$ cat config.mk
export PLATFORM = sky130hd
export DESIGN_NAME = charram_dram_ctrl_flat
export DESIGN_NICKNAME = d
export VERILOG_FILES = /design/src/rtl/charram_dram_ctrl_if.sv /design/src/rtl/charram_dram_ctrl.sv /design/src/flat_wrapper.sv
export SDC_FILE = /design/constraint.sdc
export NUM_CORES = 1
export LEC_CHECK = 0
export CAP_MARGIN = 10
export CORE_MARGIN = 2
export CORE_UTILIZATION = 54
export CTS_CLUSTER_DIAMETER = 100
export DETAILED_ROUTE_END_ITERATION = 8
export PLACE_DENSITY = 0.88
export SETUP_SLACK_MARGIN = 0.1
export SLEW_MARGIN = 0
export SYNTH_ARGS = -nofsm -noshare
export SYNTH_HDL_FRONTEND = slang
export SYNTH_SLANG_ARGS = --single-unit
export TNS_END_PERCENT = 10
$ cat constraint.sdc
create_clock -name i_MCLK -period 6.5 [get_ports i_MCLK]
set_input_delay 1.625 -clock i_MCLK [delete_from_list [all_inputs] [get_ports i_MCLK]]
set_output_delay 1.625 -clock i_MCLK [all_outputs]
set_load 0.005 [all_outputs]
$ cat src/rtl/charram_dram_ctrl_if.sv
// CPU, video and DRAM signal bundle for the character-RAM DRAM controller.
// The controller attaches through the slave modport; the surrounding system uses master.
interface charram_dram_ctrl_if;
  logic [13:0] i_VID_ADDR;
  logic        i_CPU_REQ;
  logic        i_CPU_RW;
  logic [13:0] i_CPU_ADDR;
  logic [3:0]  i_CPU_DIN;
  logic [3:0]  i_DRAM_DOUT;
  logic [7:0]  o_ADDR;
  logic        o_RAS_n;
  logic        o_CAS_n;
  logic        o_WR_n;
  logic        o_RD_n;
  logic [3:0]  o_DIN;
  logic        o_DTACK_n;
  logic [3:0]  o_CPU_DOUT;
  logic [3:0]  o_PX_DOUT;
  logic        o_PX_VALID;
  logic [2:0]  o_PHASE;
  logic        o_SLOT;

  modport slave (
    input  i_VID_ADDR, i_CPU_REQ, i_CPU_RW, i_CPU_ADDR, i_CPU_DIN, i_DRAM_DOUT,
    output o_ADDR, o_RAS_n, o_CAS_n, o_WR_n, o_RD_n, o_DIN, o_DTACK_n,
           o_CPU_DOUT, o_PX_DOUT, o_PX_VALID, o_PHASE, o_SLOT
  );

  modport master (
    output i_VID_ADDR, i_CPU_REQ, i_CPU_RW, i_CPU_ADDR, i_CPU_DIN, i_DRAM_DOUT,
    input  o_ADDR, o_RAS_n, o_CAS_n, o_WR_n, o_RD_n, o_DIN, o_DTACK_n,
           o_CPU_DOUT, o_PX_DOUT, o_PX_VALID, o_PHASE, o_SLOT
  );
endinterface

$ cat src/rtl/charram_dram_ctrl.sv
// Time-sliced 4416 DRAM controller: alternating 8-phase video and CPU slots,
// with RAS-only refresh filling CPU slots that carry no request.
module charram_dram_ctrl #(
  parameter int SLOT_LEN = 8
) (
  input logic               i_MCLK,
  input logic               i_RST_n,
  charram_dram_ctrl_if.slave bus
);

  if (SLOT_LEN != 8) begin : g_slot_len_chk
    $error("charram_dram_ctrl supports only SLOT_LEN = 8");
  end

  logic [2:0]  phase, nphase;
  logic        slot, nslot;
  logic [13:0] vid_addr, vid_addr_d;
  logic [13:0] cpu_addr, cpu_addr_d;
  logic        cpu_rw, cpu_rw_d;
  logic [3:0]  cpu_data, cpu_data_d;
  logic        cpu_act, cpu_act_d;
  logic [7:0]  rfsh, rfsh_d;
  logic        dtack_n;
  logic [13:0] act_addr;
  logic        refresh, cpu_rd, cpu_wr;
  logic [7:0]  addr_d, addr_q;
  logic        ras_d, cas_d, rd_d, wr_d;
  logic        ras_q, cas_q, rd_q, wr_q;
  logic [3:0]  din_d, din_q;
  logic [3:0]  cpu_dout, px_dout;
  logic        px_valid;

  // Strobes are registered from the next phase so they line up with o_PHASE.
  always_comb begin
    nphase     = phase + 3'd1;
    nslot      = (phase == 3'd7) ? ~slot : slot;
    vid_addr_d = vid_addr;
    cpu_addr_d = cpu_addr;
    cpu_rw_d   = cpu_rw;
    cpu_data_d = cpu_data;
    cpu_act_d  = cpu_act;
    rfsh_d     = rfsh;
    if (phase == 3'd7) begin
      if (slot) begin
        vid_addr_d = bus.i_VID_ADDR;
        cpu_act_d  = 1'b0;
        if (!cpu_act) rfsh_d = rfsh + 8'd1;
      end else if (bus.i_CPU_REQ && dtack_n) begin
        cpu_act_d  = 1'b1;
        cpu_addr_d = bus.i_CPU_ADDR;
        cpu_rw_d   = bus.i_CPU_RW;
        cpu_data_d = bus.i_CPU_DIN;
      end
    end

    refresh  = nslot && !cpu_act_d;
    cpu_rd   = nslot && cpu_act_d && cpu_rw_d;
    cpu_wr   = nslot && cpu_act_d && !cpu_rw_d;
    act_addr = !nslot ? vid_addr_d : (cpu_act_d ? cpu_addr_d : {6'd0, rfsh_d});

    ras_d  = !((nphase >= 3'd1) && (nphase <= 3'd5));
    cas_d  = !(((nphase == 3'd3) || (nphase == 3'd4)) && !refresh);
    addr_d = ((nphase == 3'd3) || (nphase == 3'd4)) ? {1'b0, act_addr[13:8], 1'b0}
                                                    : act_addr[7:0];
    rd_d   = !((nphase == 3'd4) && (!nslot || cpu_rd));
    wr_d   = !((nphase == 3'd4) && cpu_wr);
    din_d  = (cpu_wr && (nphase >= 3'd3) && (nphase <= 3'd5)) ? cpu_data_d : 4'd0;
  end

  always_ff @(posedge i_MCLK or negedge i_RST_n) begin
    if (!i_RST_n) begin
      phase    <= 3'd0;
      slot     <= 1'b0;
      vid_addr <= 14'd0;
      cpu_addr <= 14'd0;
      cpu_rw   <= 1'b1;
      cpu_data <= 4'd0;
      cpu_act  <= 1'b0;
      rfsh     <= 8'd0;
      dtack_n  <= 1'b1;
      addr_q   <= 8'd0;
      ras_q    <= 1'b1;
      cas_q    <= 1'b1;
      rd_q     <= 1'b1;
      wr_q     <= 1'b1;
      din_q    <= 4'd0;
      cpu_dout <= 4'd0;
      px_dout  <= 4'd0;
      px_valid <= 1'b0;
    end else begin
      phase    <= nphase;
      slot     <= nslot;
      vid_addr <= vid_addr_d;
      cpu_addr <= cpu_addr_d;
      cpu_rw   <= cpu_rw_d;
      cpu_data <= cpu_data_d;
      cpu_act  <= cpu_act_d;
      rfsh     <= rfsh_d;
      addr_q   <= addr_d;
      ras_q    <= ras_d;
      cas_q    <= cas_d;
      rd_q     <= rd_d;
      wr_q     <= wr_d;
      din_q    <= din_d;
      px_valid <= (nphase == 3'd6) && !nslot;
      // DRAM read data is registered by the part, so it is valid during p5.
      if ((phase == 3'd5) && !slot) px_dout <= bus.i_DRAM_DOUT;
      if ((phase == 3'd5) && slot && cpu_act && cpu_rw) cpu_dout <= bus.i_DRAM_DOUT;
      // Acknowledge holds until the CPU withdraws its request.
      if ((nphase == 3'd6) && nslot && cpu_act_d) dtack_n <= 1'b0;
      else if (!dtack_n && !bus.i_CPU_REQ)        dtack_n <= 1'b1;
    end
  end

  assign bus.o_PHASE    = phase;
  assign bus.o_SLOT     = slot;
  assign bus.o_ADDR     = addr_q;
  assign bus.o_RAS_n    = ras_q;
  assign bus.o_CAS_n    = cas_q;
  assign bus.o_RD_n     = rd_q;
  assign bus.o_WR_n     = wr_q;
  assign bus.o_DIN      = din_q;
  assign bus.o_DTACK_n  = dtack_n;
  assign bus.o_CPU_DOUT = cpu_dout;
  assign bus.o_PX_DOUT  = px_dout;
  assign bus.o_PX_VALID = px_valid;

endmodule

$ cat src/flat_wrapper.sv
// flat-port wrapper written by rule: the top's interface ports become plain ports
module charram_dram_ctrl_flat 
#(
  parameter int SLOT_LEN = 8
)
  (i_MCLK, i_RST_n, bus_i_VID_ADDR, bus_i_CPU_REQ, bus_i_CPU_RW, bus_i_CPU_ADDR, bus_i_CPU_DIN, bus_i_DRAM_DOUT, bus_o_ADDR, bus_o_RAS_n, bus_o_CAS_n, bus_o_WR_n, bus_o_RD_n, bus_o_DIN, bus_o_DTACK_n, bus_o_CPU_DOUT, bus_o_PX_DOUT, bus_o_PX_VALID, bus_o_PHASE, bus_o_SLOT);
  charram_dram_ctrl_if bus_i ();
  input logic i_MCLK;
  input logic i_RST_n;
  input wire logic [$bits(bus_i.i_VID_ADDR)-1:0] bus_i_VID_ADDR;
  input wire logic [$bits(bus_i.i_CPU_REQ)-1:0] bus_i_CPU_REQ;
  input wire logic [$bits(bus_i.i_CPU_RW)-1:0] bus_i_CPU_RW;
  input wire logic [$bits(bus_i.i_CPU_ADDR)-1:0] bus_i_CPU_ADDR;
  input wire logic [$bits(bus_i.i_CPU_DIN)-1:0] bus_i_CPU_DIN;
  input wire logic [$bits(bus_i.i_DRAM_DOUT)-1:0] bus_i_DRAM_DOUT;
  output wire logic [$bits(bus_i.o_ADDR)-1:0] bus_o_ADDR;
  output wire logic [$bits(bus_i.o_RAS_n)-1:0] bus_o_RAS_n;
  output wire logic [$bits(bus_i.o_CAS_n)-1:0] bus_o_CAS_n;
  output wire logic [$bits(bus_i.o_WR_n)-1:0] bus_o_WR_n;
  output wire logic [$bits(bus_i.o_RD_n)-1:0] bus_o_RD_n;
  output wire logic [$bits(bus_i.o_DIN)-1:0] bus_o_DIN;
  output wire logic [$bits(bus_i.o_DTACK_n)-1:0] bus_o_DTACK_n;
  output wire logic [$bits(bus_i.o_CPU_DOUT)-1:0] bus_o_CPU_DOUT;
  output wire logic [$bits(bus_i.o_PX_DOUT)-1:0] bus_o_PX_DOUT;
  output wire logic [$bits(bus_i.o_PX_VALID)-1:0] bus_o_PX_VALID;
  output wire logic [$bits(bus_i.o_PHASE)-1:0] bus_o_PHASE;
  output wire logic [$bits(bus_i.o_SLOT)-1:0] bus_o_SLOT;
  assign bus_i.i_VID_ADDR = bus_i_VID_ADDR;
  assign bus_i.i_CPU_REQ = bus_i_CPU_REQ;
  assign bus_i.i_CPU_RW = bus_i_CPU_RW;
  assign bus_i.i_CPU_ADDR = bus_i_CPU_ADDR;
  assign bus_i.i_CPU_DIN = bus_i_CPU_DIN;
  assign bus_i.i_DRAM_DOUT = bus_i_DRAM_DOUT;
  assign bus_o_ADDR = bus_i.o_ADDR;
  assign bus_o_RAS_n = bus_i.o_RAS_n;
  assign bus_o_CAS_n = bus_i.o_CAS_n;
  assign bus_o_WR_n = bus_i.o_WR_n;
  assign bus_o_RD_n = bus_i.o_RD_n;
  assign bus_o_DIN = bus_i.o_DIN;
  assign bus_o_DTACK_n = bus_i.o_DTACK_n;
  assign bus_o_CPU_DOUT = bus_i.o_CPU_DOUT;
  assign bus_o_PX_DOUT = bus_i.o_PX_DOUT;
  assign bus_o_PX_VALID = bus_i.o_PX_VALID;
  assign bus_o_PHASE = bus_i.o_PHASE;
  assign bus_o_SLOT = bus_i.o_SLOT;
  charram_dram_ctrl #(.SLOT_LEN(SLOT_LEN)) u_core (.i_MCLK(i_MCLK), .i_RST_n(i_RST_n), .bus(bus_i));
endmodule
==> parameters.txt, run 1 <==
Parameter                              Value

Timing
  Final critical-path share of the clock period    0.502
  Clock skew    0.00921 ns
  FMAX    ~310 MHz
  Unrepaired setup endpoints after global routing    false
  Hold slack    0.470 ns
  Worst-Margin Slew    1.02 ns
  Setup-failing EPs final    0
  Setup TNS after final layout    0 ns
  Number of hold violations in the final report    0
  Pins over their slew limit    0
  Relative slew slack    0.321
  Final min period    3.26 ns

Synth
  Average footprint of a synthesized cell    13.0 sq um
  Top cell type by total area after synthesis    dfrtp_1
  Share of synthesized flip-flops with an asynchronous set or reset    1.00
  Post-Syn Area    ~3200 sq um
  Ranking of synthesized cells by area    dfrtp_1, mux2_2, dfstp_2
  Flip-flop and latch count after synthesis    72
  Yosys warnings    0
  Number of unique standard cell types used by synthesis    47
  Portion of the post-synthesis area used by sequential elements    0.566
  Most frequent cell after synthesis    dfrtp_1
  Number of enable-type register cells in the synthesized netlist    0
  Leading cell types by count after synthesis    dfrtp_1, mux2_2, inv_1, nand2_1, ha_1
  Top flip-flop cell by instance count after synthesis    dfrtp_1
  Fraction of post-synthesis cell area in the top cell type by area    0.517
  Instance count of the mapped netlist    about 250
  Total nets after synthesis    approximately 290

Layout
  Final layout net count    362
  Share of post-route cells with drive strength above 1    0.213
  Number of antenna cells inserted    0
  Area of combinational cells with multiple inputs    1250 sq um
  P&R area growth vs syn    29.0%
  Register Area    between 1500 and 2000 sq um
  Filler instances    421

Clock network
  Clock H-tree levels    3
  TritonCTS clock tree    done
  Clock Sink Count    72
  Num CTS Buffers    9
  Post CTS Setup Buffer Count    0
  Skew-Pair Late Insertion Delay    approximately 0.34 ns
  Count of cells resized by post-cts repair    0
  Buffer type at the clock tree root    clkbuf_8
  Hold buffer count at CTS    0
  Clock transition time at the flip-flop clock pins of the worst setup and hold paths    0.08 ns
  Number of buffers on the longest clock path    2

Route
  Antenna-violating nets left    0
  Routed len/inst    16.0 microns
  Initial drt markers    160
  Initial DRT Pass Iterations    4
  Number of vias in the routed layout    roughly 2.2k
  Final wirelength    ~6300 microns
  Via/cell ratio    5.46
  Detailed-route DRC error count    0

GRT
  Met1 Resource Use GR    0.294
  Antenna violations before repair    0
  Pin count of the biggest net entering global routing    between 70 and 80
  Layer carrying the most global-route usage    met2
  Met2 global-route usage    0.326
  GR Layer Usage met3    0.0578
  First-pass GRT wire length    ~10000 microns
  Aggregate global routing overflow    0
  Total Routing Usage GR    0.215
  Via count of the first global-routing pass    roughly 2.2k

Setup path
  Largest stage delay on the critical path    between 0.5 and 0.6 ns
  Slowest stage cell on the critical path    clkdlybuf4s50_1
  Maximum fanout along the worst path    19
  Type of origin of the critical path    primary input
  Top Family by Delay on Critical Path    multiplexers
  Critical Path RT    6.77 ns
  List of cells traversed by the critical path    clkdlybuf4s50_1 -> nand4b_4 -> mux2_4 -> nand2_1 -> mux4_2 -> a21oi_2
  Critical path capture point type    register
  Arrival @ worst endpoint    3.53 ns
  Worst Path Buf+Inv    1
  Critical path class    in -> reg

Floorplanning
  Die height    80.9 microns
  Top-level port count    70
  Die footprint    6550 sq um
  Core box area    5820 sq um
  Standard-cell rows    28
  Die Span X    80.9 microns
  Starting Density    0.550

Flow run
  Number of maximum-capacitance constraint violations    0

Pwr
  Leakage dissipation    1.81 nW
  Maximum ir drop on the vdd rail    0.118 mV
  PD cells    233 nW/um^2

Min path
  Type of the most critical hold path    reg -> reg

Placement
  Final weighted congestion in routability-driven placement    0.881
  DPL Wire Length    about 4500 microns
  Input/output buffers    between 60 and 70

Run status
  Run status    completed
[state kept, by name, indices dropped and copies added, names as in the netlist]
register / flops
u_core.bus.o_PHASE: 3
u_core.bus.o_PX_DOUT: 4
u_core.bus.o_RD_n: 1
u_core.bus.o_SLOT: 1
u_core.cpu_rw: 1
u_core.cpu_data: 4
u_core.bus.o_CAS_n: 1
u_core.bus.o_DIN: 4
u_core.cpu_addr: 14
u_core.bus.o_DTACK_n: 1
u_core.bus.o_CPU_DOUT: 4
u_core.cpu_act: 1
u_core.bus.o_ADDR: 8
u_core.vid_addr: 14
u_core.bus.o_RAS_n: 1
u_core.bus.o_WR_n: 1
u_core.bus.o_PX_VALID: 1
u_core.rfsh: 8
[routing by layer]
metal,vias up,share of wire
li1,1021,-
met1,1067,0.45
met2,52,0.48
met3,11,0.048
met4,0,0.019
met5,-,0
[worst reg2reg max path, stage by stage (launching register included)]
cell,delay [ns]
dfrtp_1,0.46
ha_1,0.22
ha_1,0.38
and2_1,0.87
a221oi_1,0.35
o31ai_1,0.27
o221a_1,0.20
[where the power goes]
part | switching, mW | internal [mW] | total (mW)
logic | 0.0321 | 0.0550 | 0.0871
clock network | 0.165 | 0.226 | 0.391
registers | 0.0103 | 0.472 | 0.483
total | 0.207 | 0.754 | 0.960
[cell type report]
type	count	share of cell area
well taps	75	0.0228
clock buffers	11	0.0343
repair buffers	70	0.168
flip-flops and latches	72	0.439
inverters	15	0.0137
clock inverters	5	0.0194
multi-input cells	146	0.303
[placed cells by master, fill, tap and decap left out, types with 3 or more instances in the layout]
cell             synthesis  layout
a21o_1                   3       3
a21oi_1                  5       5
a221o_1                  7       7
a221oi_1                 7       7
clkbuf_8                 0      10
clkdlybuf4s50_1          0      68
dfrtp_1                 66      66
dfstp_2                  6       6
ha_1                     8       8
inv_1                   15      15
mux2_2                  37      37
mux2i_1                  3       3
nand2_1                 11      11
nand3_1                  6       6
nor2_1                   7       7
nor2b_1                  7       7
nor3_1                   3       3
o21ai_0                  4       4
o31ai_1                  3       3
xnor2_1                  5       5
xor2_1                   3       3
[stage by stage]
step	util	area (sq um)	worst slack [ns]	power [mW]	instances
after CTS	0.709	4120	3.24	0.969	394
after global routing	0.709	4120	3.12	1.00	394
final	0.709	4120	3.24	0.960	394
after global placement	0.671	3900	2.94	0.575	378
after floorplan	-	3200	3.77	0.522	245
after detailed placement	0.671	3900	2.90	0.579	378
[cells by family (layout without fill, tap and decap cells)]
logic type,count (synthesis),in the layout,share of synthesized area
muxes,42,42,0.151
buffers and inverters,27,101,0.0434
and+or+nand+nor,47,47,0.0822
AOI/OAI and AO/OA,41,41,0.104
adders and majority gates,8,8,0.0313
DFF,72,72,0.566
xor gates and xnor gates,8,8,0.0219
[final timing paths]
| path | to | slack, ns | depth (start not counted) | startpoint |
|---|---|---|---|---|
| max reg2reg | u_core.bus.o_ADDR[5] | 3.69 | 6 | u_core.bus.o_PHASE[0] |
| max | u_core.bus.o_ADDR[7] | 3.24 | 6 | bus_i_CPU_REQ |
| min in group asynchronous | u_core.cpu_addr[0] | 1.47 | 2 | i_RST_n |
| min reg2reg | u_core.rfsh[7] | 0.47 | 1 | u_core.rfsh[7] |
| max in group asynchronous | u_core.vid_addr[2] | 4.44 | 2 | i_RST_n |
| min | u_core.rfsh[7] | 0.47 | 1 | u_core.rfsh[7] |
No activity file was read; power rests on OpenSTA's default activity.
==> run 2: changes to the inputs <==
--- a/config.mk
+++ b/config.mk
@@ -7,10 +7,10 @@
 export LEC_CHECK = 0
 export CAP_MARGIN = 10
 export CORE_MARGIN = 2
-export CORE_UTILIZATION = 54
+export CORE_UTILIZATION = 50
 export CTS_CLUSTER_DIAMETER = 100
 export DETAILED_ROUTE_END_ITERATION = 8
-export PLACE_DENSITY = 0.88
+export PLACE_DENSITY = 0.83
 export SETUP_SLACK_MARGIN = 0.1
 export SLEW_MARGIN = 0
 export SYNTH_ARGS = -nofsm -noshare
==> constraint.sdc (replaced) <==
create_clock -name i_MCLK -period 3.3 [get_ports i_MCLK]
set_input_delay 0.825 -clock i_MCLK [delete_from_list [all_inputs] [get_ports i_MCLK]]
set_output_delay 0.825 -clock i_MCLK [all_outputs]
set_load 0.005 [all_outputs]
==> run 2 against run 1 <==
Highest routed layer unchanged; clock power rose by 120%; largest power group unchanged; critical endpoint is now u_core.bus.o_ADDR[3]; sequential share of layout area fell by 0.60 points; power rose by 110%; wire length rose by 5.0%.
==> parameters.txt, run 2 (synthesis results as in run 1) <==
Parameter                              Value

GRT
  Via count of the first global-routing pass    2275 (+3.8%)
  First-pass GRT wire length    11000 microns (+6.0%)
  Antenna violations before repair    0 (unchanged)
  Pin count of the biggest net entering global routing    73 (unchanged)
  Total Routing Usage GR    0.200 (-0.0142)
  Aggregate global routing overflow    0 (unchanged)

Timing
  Final critical-path share of the clock period    0.789
  Pins over their slew limit    0 (unchanged)
  Relative slew slack    0.415 (+0.0938)
  Setup WS post-layout    0.697 ns (-2.54 ns)
  FMAX    384 MHz
  Hold slack    0.468 ns (-0.00214 ns)
  Final min period    2.60 ns
  Setup TNS after final layout    0 ns (unchanged)
  Unrepaired setup endpoints after global routing    false
  Clock skew    0.00981 ns (+0.000592 ns)
  Number of hold violations in the final report    0 (unchanged)
  Worst-Margin Slew    0.878 ns (-0.141 ns)
  Setup-failing EPs final    0 (unchanged)

Layout
  Number of antenna cells inserted    0 (unchanged)
  Final core utilization    0.666 (-0.0430)
  Top flop regs    u_core.cpu_addr (14), u_core.vid_addr (14)
  P&R area growth vs syn    30.8%
  Register Area    1810 sq um (unchanged)
  Filler instances    471 (+12%)
  Final non-filler cell total    399 (+1.3%)
  Most common library cell in the layout ignoring fill and taps    clkdlybuf4s50_1
  Final layout net count    365 (+0.83%)
  Area of combinational cells with multiple inputs    1250 sq um (unchanged)
  Post-route cell area    4180 sq um (+1.4%)
  Top library cells by usage in the layout, fill and taps aside    clkdlybuf4s50_1, dfrtp_1, mux2_2, inv_1
  Share of post-route cells with drive strength above 1    0.224 (+0.0104)

Route
  Detailed-route DRC error count    0 (unchanged)
  Via/cell ratio    5.40 (-1.2%)
  Antenna-violating nets left    0 (unchanged)
  Number of vias in the routed layout    2153 (+0.093%)
  Initial drt markers    120 (-25%)
  Final wirelength    6640 microns (+5.0%)
  Initial DRT Pass Iterations    4 (unchanged)
  Routed len/inst    16.6 microns (+3.7%)

Floorplanning
  Standard-cell rows    29 (+3.6%)
  Top-level port count    70 (unchanged)
  Die Span X    84.0 microns (+3.7%)
  Starting Density    0.509 (-0.0404)
  Die footprint    7050 sq um (+7.6%)
  Core box area    6280 sq um (+7.9%)
  Die height    84.0 microns (+3.7%)

Setup path
  Largest stage delay on the critical path    0.64 ns (+0.05 ns)
  List of cells traversed by the critical path    ha_1 -> ha_1 -> and2_1 -> a221oi_1 -> nand2b_1 -> a32o_1
  Most frequent cell on the critical path    ha_1
  Slowest stage cell on the critical path    a221oi_1
  Critical path class    reg -> reg
  Critical path capture point type    register
  Critical Path RT    3.52 ns (-3.25 ns)
  Arrival @ worst endpoint    2.83 ns (-0.70 ns)
  Type of origin of the critical path    register
  Maximum fanout along the worst path    17 (-2)

Min path
  Type of the most critical hold path    reg -> reg

Clock network
  Buffer type at the clock tree root    clkbuf_8
  Clock transition time at the flip-flop clock pins of the worst setup and hold paths    0.07 ns (about the same)
  TritonCTS clock tree    done
  Count of cells resized by post-cts repair    0 (unchanged)
  Hold buffer count at CTS    0 (unchanged)
  Clock H-tree levels    3 (unchanged)
  Num CTS Buffers    9 (unchanged)
  Number of buffers on the longest clock path    2 (unchanged)
  Post CTS Setup Buffer Count    0 (unchanged)
  Skew-Pair Late Insertion Delay    0.34 ns (about the same)
  Clock Sink Count    72 (unchanged)

Pwr
  Leakage dissipation    1.84 nW (+1.9%)
  Total Power Consumption    1.99 mW (+110%)
  PD cells    475 nW/um^2 (+100%)
  Maximum ir drop on the vdd rail    0.418 mV (+250%)

Flow run
  Number of maximum-capacitance constraint violations    0 (unchanged)

Run status
  Run status    completed

Placement
  Input/output buffers    69 (unchanged)
  Worst setup slack after placement    0.539 ns (-2.36 ns)
  Post-DP Area    3930 sq um (+0.64%)
  DPL Wire Length    4670 microns (+4.4%)
  Final weighted congestion in routability-driven placement    0.856 (-2.8%)
  Placed insts    383 (+1.3%)
[run 2: cell count changes in the layout (fill, tap and decap cells not counted)]
| cell | change |
|---|---|
| clkinvlp_4 | -1 |
| clkbuf_1 | -1 |
| buf_4 | +3 |
| bufinv_16 | +1 |
| clkbuf_8 | +1 |
[run 2: report_power, final]
part,total (mW),internal [mW],switching [mW]
combinational,0.173,0.108,0.0644
sequential,0.952,0.931,0.0212
clock,0.863,0.542,0.321
[run 2: final timing paths]
check / start / to / slack [ns] / cells past startpoint
min in group asynchronous: i_RST_n / u_core.bus.o_ADDR[1] / 0.67 / 2
min: u_core.rfsh[7] / u_core.rfsh[7] / 0.47 / 1
max reg2reg: u_core.bus.o_PHASE[0] / u_core.bus.o_ADDR[3] / 0.70 / 6
max in group asynchronous: i_RST_n / u_core.vid_addr[9] / 2.05 / 2
max: u_core.bus.o_PHASE[0] / u_core.bus.o_ADDR[3] / 0.70 / 6
min reg2reg: u_core.rfsh[7] / u_core.rfsh[7] / 0.47 / 1
[run 2: layout make-up]
class,instances,area share
clock buffers,11,0.0362
clock inverters,5,0.0245
inverters,15,0.0135
multi-input cells,146,0.299
flip-flops and latches,72,0.433
well taps,77,0.0230
repair buffers,73,0.171
[run 2: routing by layer]
metal | share of wire | track usage
met5 | 0 | 0
met4 | 0.018 | 0.0865
met3 | 0.039 | 0.0396
met2 | 0.49 | 0.323
met1 | 0.45 | 0.265
[run 2: critical path: cells and delay by family (launching register included)]
| kind | cells | cell delay [ns] |
|---|---|---|
| flip-flops | 1 | 0.45 |
| adder cells (fa/ha/maj) | 2 | 0.58 |
| AO/OA/AOI/OAI | 2 | 0.92 |
| AND/OR/NAND/NOR | 2 | 0.54 |
